--- src/rtl/clock_time_keeper_pkg.sv ---
// clock_time_keeper_pkg: shared BCD time types, keypad constants and HH:MM validity check
package clock_time_keeper_pkg;
  localparam logic [3:0] NO_KEY = 4'd10;
  typedef logic [3:0] bcd_t;
  typedef struct packed {
    bcd_t h1;
    bcd_t h0;
    bcd_t m1;
    bcd_t m0;
  } hhmm_t;
  function automatic logic hhmm_valid(hhmm_t t);
    return ((t.h1 < 4'd2 && t.h0 <= 4'd9) || (t.h1 == 4'd2 && t.h0 <= 4'd3)) && t.m1 <= 4'd5 && t.m0 <= 4'd9;
  endfunction
endpackage

--- src/rtl/clock_time_keeper_bcd_hhmm_counter.sv ---
// bcd_hhmm_counter: loadable 24-hour BCD HH:MM counter, load wins over advance
module bcd_hhmm_counter
  import clock_time_keeper_pkg::*;
(
  input  logic  clk,
  input  logic  reset,
  input  logic  i_adv,
  input  logic  i_load,
  input  hhmm_t i_d,
  output hhmm_t o_q
);
  hhmm_t r_q;
  hhmm_t w_nxt;
  logic  w_c_m0;
  logic  w_c_m1;
  assign w_c_m0 = r_q.m0 == 4'd9;
  assign w_c_m1 = w_c_m0 && r_q.m1 == 4'd5;
  // next minute value with BCD carries and 23:59 rollover
  always_comb begin
    w_nxt.m0 = w_c_m0 ? 4'd0 : r_q.m0 + 4'd1;
    w_nxt.m1 = w_c_m1 ? 4'd0 : w_c_m0 ? r_q.m1 + 4'd1 : r_q.m1;
    w_nxt.h1 = !w_c_m1 ? r_q.h1 : (r_q.h1 == 4'd2 && r_q.h0 == 4'd3) ? 4'd0 : r_q.h0 == 4'd9 ? r_q.h1 + 4'd1 : r_q.h1;
    w_nxt.h0 = !w_c_m1 ? r_q.h0 : (r_q.h1 == 4'd2 && r_q.h0 == 4'd3) || r_q.h0 == 4'd9 ? 4'd0 : r_q.h0 + 4'd1;
  end
  // time register update
  always_ff @(posedge clk or negedge reset)
    if (!reset) r_q <= '0;
    else if (i_load) r_q <= i_d;
    else if (i_adv) r_q <= w_nxt;
  assign o_q = r_q;
endmodule

--- src/rtl/clock_time_keeper.sv ---
// clock_time_keeper: key-entry buffer, alarm register, running time, display mux and alarm detect
module clock_time_keeper
  import clock_time_keeper_pkg::*;
#(
  parameter int TICKS_PER_MIN = 60,
  parameter int SEC_W         = 6
) (
  input  logic       clk,
  input  logic       reset,
  input  logic       one_second,
  input  logic [3:0] key,
  input  logic       shift,
  input  logic       load_new_a,
  input  logic       load_new_c,
  input  logic       reset_count,
  input  logic       show_a,
  input  logic       show_new_time,
  input  logic       alarm_on,
  input  logic       stop_alarm,
  output logic [3:0] disp_h1,
  output logic [3:0] disp_h0,
  output logic [3:0] disp_m1,
  output logic [3:0] disp_m0,
  output logic       alarm_sound
);
  hhmm_t            r_buf;
  hhmm_t            r_alarm;
  hhmm_t            w_time;
  hhmm_t            w_disp;
  logic [SEC_W-1:0] r_sec;
  logic             r_match_q;
  logic             w_valid;
  logic             w_wrap;
  logic             w_adv;
  logic             w_match;
  assign w_valid = hhmm_valid(r_buf);
  assign w_wrap  = r_sec == SEC_W'(TICKS_PER_MIN - 1);
  assign w_adv   = one_second && !reset_count && w_wrap;
  assign w_match = alarm_on && w_time == r_alarm;
  // entry buffer: shift in digits, clear after any load attempt
  always_ff @(posedge clk or negedge reset)
    if (!reset) r_buf <= '0;
    else if (load_new_a || load_new_c) r_buf <= '0;
    else if (shift && key <= 4'd9) r_buf <= {r_buf.h0, r_buf.m1, r_buf.m0, key};
  // alarm register takes only valid times
  always_ff @(posedge clk or negedge reset)
    if (!reset) r_alarm <= '0;
    else if (load_new_a && w_valid) r_alarm <= r_buf;
  // seconds counter, cleared by reset_count ahead of any tick
  always_ff @(posedge clk or negedge reset)
    if (!reset) r_sec <= '0;
    else if (reset_count) r_sec <= '0;
    else if (one_second) r_sec <= w_wrap ? '0 : r_sec + 1'b1;
  bcd_hhmm_counter u_time (
    .clk    (clk),
    .reset  (reset),
    .i_adv  (w_adv),
    .i_load (load_new_c && w_valid),
    .i_d    (r_buf),
    .o_q    (w_time)
  );
  // alarm fires on the rising edge of match; match_q starts high to mask the reset coincidence
  always_ff @(posedge clk or negedge reset)
    if (!reset) begin
      r_match_q   <= 1'b1;
      alarm_sound <= 1'b0;
    end else begin
      r_match_q   <= w_match;
      alarm_sound <= (stop_alarm || !alarm_on) ? 1'b0 : (w_match && !r_match_q) ? 1'b1 : alarm_sound;
    end
  assign w_disp = show_a ? r_alarm : show_new_time ? r_buf : w_time;
  assign {disp_h1, disp_h0, disp_m1, disp_m0} = w_disp;
endmodule

--- config.mk ---
export PLATFORM = sky130hd
export DESIGN_NAME = clock_time_keeper
export DESIGN_NICKNAME = d
export VERILOG_FILES = /design/src/rtl/clock_time_keeper_pkg.sv /design/src/rtl/clock_time_keeper_bcd_hhmm_counter.sv /design/src/rtl/clock_time_keeper.sv
export SDC_FILE = /design/constraint.sdc
export NUM_CORES = 1
export LEC_CHECK = 0
export CAP_MARGIN = 15
export CORE_MARGIN = 2
export CORE_UTILIZATION = 40
export CTS_BUF_LIST = sky130_fd_sc_hd__clkbuf_8
export CTS_CLUSTER_DIAMETER = 80
export DETAILED_ROUTE_END_ITERATION = 10
export PLACE_DENSITY = 0.7
export RECOVER_POWER = 100
export SETUP_SLACK_MARGIN = 0.1
export SLEW_MARGIN = 20
export SYNTH_ARGS = -nofsm -noshare
export SYNTH_HDL_FRONTEND = slang
export SYNTH_SLANG_ARGS = --single-unit
--- constraint.sdc ---
create_clock -name clk -period 2.7 [get_ports clk]
set_clock_uncertainty 0.1 [all_clocks]
set_input_delay 0.54 -clock clk [delete_from_list [all_inputs] [get_ports clk]]
set_output_delay 0.54 -clock clk [all_outputs]
set_load 0.02 [all_outputs]
# After elaboration in Yosys (flattened, before gate mapping)
# Cells that the tools add are included.
[word_totals] ff_bits=56
[op_classes] addsub=5 magnitude_cmp=6 eq_ne=8 n_mux=19 reduce_logical=30
[op_table] operator="2-to-1 mux 16 bit" count=6
[op_table] operator="2-to-1 mux 4 bit" count=8
[op_table] operator="2-to-1 mux 6 bit" count=3
[op_table] operator="adder 4 x 1 -> 4 bit, second input constant" count=4
[op_table] operator="equality test 16 bit" count=1
[op_table] operator="logical AND 1 bit" count=13
[op_table] operator="equality test 4 x 2 -> 1 bit, second input constant" count=3
[op_table] operator="less-or-equal comparator 4 bit, second input constant" count=3
[op_table] operator="nonzero test 2 bit" count=5
[op_table] operator="equality test 4 bit, second input constant" count=2
[op_table] operator="adder 6 x 1 -> 6 bit, second input constant" count=1
[op_table] operator="equality test 6 bit, second input constant" count=1
[op_table] operator="nonzero test 3 bit" count=2
[op_table] operator="equality test 4 x 3 -> 1 bit, second input constant" count=1
[op_table] operator="less-or-equal comparator 4 x 2 -> 1 bit, second input constant" count=1
[op_table] operator="less-or-equal comparator 4 x 3 -> 1 bit, second input constant" count=1
[op_table] operator="logical OR 1 bit" count=4
[op_table] operator="less-than comparator 4 x 2 -> 1 bit, second input constant" count=1
[op_table] operator="AND reduction 2 bit" count=2
[op_table] operator="zero test 1 bit" count=3
[op_table] operator="AND reduction 3 bit" count=1
[op_table] operator="2-to-1 mux 1 bit" count=2

# Depth between registers and ports, before layout
[depth] depth_word=8 mapped_depth=8

# Cells and area by module
# A second synthesis with hierarchy kept.
[unflattened] cells_unflattened=339 hier_area_um2=3294.4
[modules_own_cells] module="clock_time_keeper" instances=1 cells_per_inst=223 area_each_um2=2215.9
[modules_own_cells] module="bcd_hhmm_counter" instances=1 cells_per_inst=116 area_each_um2=1078.5

# Least setup slack after synthesis
# No wires, ideal clock.
[synth_path] path_type="in2out" start="input show_new_time" end="output disp_h0[0]" t_arrival_ns=1.961 t_required_ns=2.060 slack_ns=0.099 cell_stages=4 cell_sequence="clkbuf_1 clkbuf_1 mux2i_1 o21ai_0"
[synth_between] elab_chain_cells=2
[synth_rtl] item="start, declared" line_no="clock_time_keeper.sv:17" source="input logic show_new_time,"
[synth_rtl] item="2-to-1 mux 16 bit (2 in series)" line_no="clock_time_keeper.sv:71" source="assign w_disp = show_a ? r_alarm : show_new_time ? r_buf : w_time;"
[synth_rtl] item="end, declared" line_no="clock_time_keeper.sv:21" source="output logic [3:0] disp_h0,"
# Every way passes these cells.

# Worst setup path after layout
[layout_path] start="input show_new_time" end="output disp_h1[3]"
[layout_between] elab_chain_cells=2
[layout_rtl] item="2-to-1 mux 16 bit (2 in series)" line_no="clock_time_keeper.sv:71"
[layout_rtl] item="end, declared" line_no="clock_time_keeper.sv:20" source="output logic [3:0] disp_h1,"
# Every way passes these cells.

==> results.toml <==
[route]
dr_total_vias = 2740
drtIter0Drc = 252
vias_per_cell = 5.73
dr.pass1.iters = 6
postRouteAntennaNets = 0
post_drt_wl_per_cell_um = 16.9
routed_wl_mm = 8.07
drc = 0

[setup_path]
cp_data_arrival_time_ns = 1.90
crit_chain = "clkdlybuf4s50_1 -> buf_12 -> mux2i_1 -> o21ai_0 -> dlygate4sd2_1"
cpPeakStageDelay_ns = 0.54
path_buf_inv = 3
slowest_stage = "clkdlybuf4s50_1"
end_kind = "primary output"
start_kind = "primary input"
crit_required_ns = 2.06
path_max_fanout = 11
critical-path-top-delay-family = "buffers and inverters"
worst-setup-path-type = "in2out"

[clock_tree]
root_buffer = "clkbuf_8"
cts_made_buffers = 5
insertion_delay_ns = 0.31
clkSinkCount = 56
clkTransAtPathRegs_ns = 0.10
cts_tree = "built"
cts_hold_buf = 0
cts.htree.levels = 2
cts_max_path_buffers = 2

[sta]
tightest_slew_ns = 1.40
rsz0062_at_grt = "yes"
slew_headroom_pct = 6.96
setup_viol = 0
whs_ns = 0.425
maxSlewViolCount = 0
fin_tns_setup_ns = 0
max_freq_ghz = 0.393
layout_setup_ws_ns = 0.157
finalHoldViolCount = 0
layout_min_cycle_time_ns = 2.54
fin_crit_sh_pct = 94.2

[finish]
layout_common_cells = "55 x dfrtp_1, 41 x nand2_1, 26 x a21oi_1"
drive_above_1_share_pct = 10.1
regArea_mm2 = 0.00140
final_util_pct = 49.0
antenna_cells = 0
multi_input_area_mm2 = 0.00174
final_common_cell = "dfrtp_1"
fill_cells = 736
finalNetCount = 398
area_growth_pct = 16.9

[synthesis]
synth_edf_count = 0
seq_area_frac_synth_pct = 42.9
synth_cells = 348
ys_async_sr_fraction_pct = 100
ys_warn_count = 0
muxShareOfSynthArea_pct = 13.0
avgSynthCellArea_um2 = 9.40
yosys.area_share.xor_xnor_pct = 4.82
synth-compound-area-share_pct = 13.3
synthAdderAreaFrac_pct = 2.68
synth-simple-area-share_pct = 19.5
synthFlopType = "dfrtp_1"
synth_cell_types = 47
syn-cell-area_mm2 = 0.00327
synth_fp_nets = 370
synth_top_family_by_area = "simple AND/OR/NAND/NOR gates"
ys_ff_latch = 56

[outcome]
status = "completed"

[floorplan]
die_area_mm2 = 0.00892
pin_count = 32
die_x_um = 94.4
rows = 32
core-area_mm2 = 0.00781
initial_core_util_pct = 41.9
die_y_um = 94.4

[power_and_ir_drop]
power_per_cell_area_mw_per_mm2 = 449
ir_drop_mv = 0.220
p_leak_nw = 1.75

[place]
place_ws_ns = -0.166
port_buffers = 31
routabilityCongestion = 0.840
dpl.hpwl_mm = 5.62

[grt]
grt_pass1_vias = 2773
antenna_found_initial = 0
grt_max_degree = 57
grt_usage_pct = 19.5
gr-total-overflow = 0
grt_first_pass_wirelength_mm = 13.7

[job]
maxCapViolations = 0

[min_path]
hold_class = "reg2reg"
[what timing repair did]
action,CTS,global route
buffers inserted,0,0
resized for setup,16,6
endpoints found under the setup margin,16,3
[where the power goes]
| part | total, mW | internal [mW] | switching (mW) |
|---|---|---|---|
| Combinational | 0.195 | 0.0830 | 0.112 |
| Clock | 0.643 | 0.365 | 0.278 |
| Sequential | 0.879 | 0.854 | 0.0257 |
[state kept, by name, summed over array words and instances, names as in the netlist]
| name | cells |
|---|---|
| r_match_q | 1 |
| r_alarm | 16 |
| alarm_sound | 1 |
| r_sec | 6 |
| u_time.o_q | 16 |
| r_buf | 16 |
[synth_stat cells, drive strengths merged (2+ instances only)]
cell type	instances	area, um2
inv	9	33.8
a211o	2	17.5
dfrtp	55	1380
xor2	11	96.3
and3	3	18.8
nor3	13	65.1
a21oi	26	130
o31a	2	17.5
nor2	9	33.8
nor4	2	12.5
mux2	19	214
xnor2	7	61.3
mux2i	21	210
nor2b	4	25.0
buf	8	37.5
nand3	21	105
clkbuf	14	52.6
and2	4	25.0
o21ai	24	120
ha	7	87.6
or4	3	22.5
a31oi	6	37.5
a22o	2	17.5
nand3b	6	45.0
nand4	5	31.3
o2111ai	3	26.3
or3	2	12.5
and3b	2	17.5
nand2	41	154
o31ai	2	15.0
[metal layers]
layer | part of all wire (%) | global-route usage [%] | vias up
met3 | 6.3 | 3.11 | 14
met5 | 0 | 0 | -
met4 | 2.0 | 7.61 | 0
li1 | - | - | 1309
met1 | 46 | 27.2 | 1316
met2 | 46 | 30.5 | 101
[cell type report]
cell class,count,share of cell area (%)
inverters,9,0.884
clock buffers,5,1.80
flip-flops and latches,56,36.7
well taps,102,3.34
multi-input cells,261,45.6
repair buffers,43,10.1
clock inverters,2,1.57
[through the flow]
step	area (um2)	instances	power (mW)
after floorplan	3270	348	1.00
after global placement	3730	471	1.09
after CTS	3840	478	1.73
after global routing	3820	478	1.78
after detailed placement	3730	471	1.10
final	3820	478	1.72
[kinds of logic (layout without fill, tap and decap cells)]
family | after synthesis | in the layout
buffers and inverters | 31 | 59
DFF | 56 | 56
muxes | 40 | 40
adders and majority gates | 7 | 7
and+or+nand+nor | 123 | 123
AOI/OAI and AO/OA | 73 | 73
xor gates and xnor gates | 18 | 18
[worst paths after layout]
path                                    startpoint                       to  slack (ns)  depth (start not counted)
max in group asynchronous                    reset     r_sec[0]$_DFFE_PN0P_        1.14                          2
setup reg to reg             r_buf[10]$_DFFE_PN0P_   r_alarm[4]$_DFFE_PN0P_        0.31                          5
min in group asynchronous                    reset     r_buf[3]$_DFFE_PN0P_        0.52                          2
hold reg to reg            alarm_sound$_DFFE_PN0P_  alarm_sound$_DFFE_PN0P_        0.42                          2
setup / recovery                     show_new_time               disp_h1[3]        0.16                          5
hold / removal             alarm_sound$_DFFE_PN0P_  alarm_sound$_DFFE_PN0P_        0.42                          2
[worst min-delay path: cells and delay by family (launching register included)]
family          cells  cell delay [ns]
compound gates      1             0.06
flops               1             0.35
simple gates        1             0.08
(Power assumes the default switching activity.)
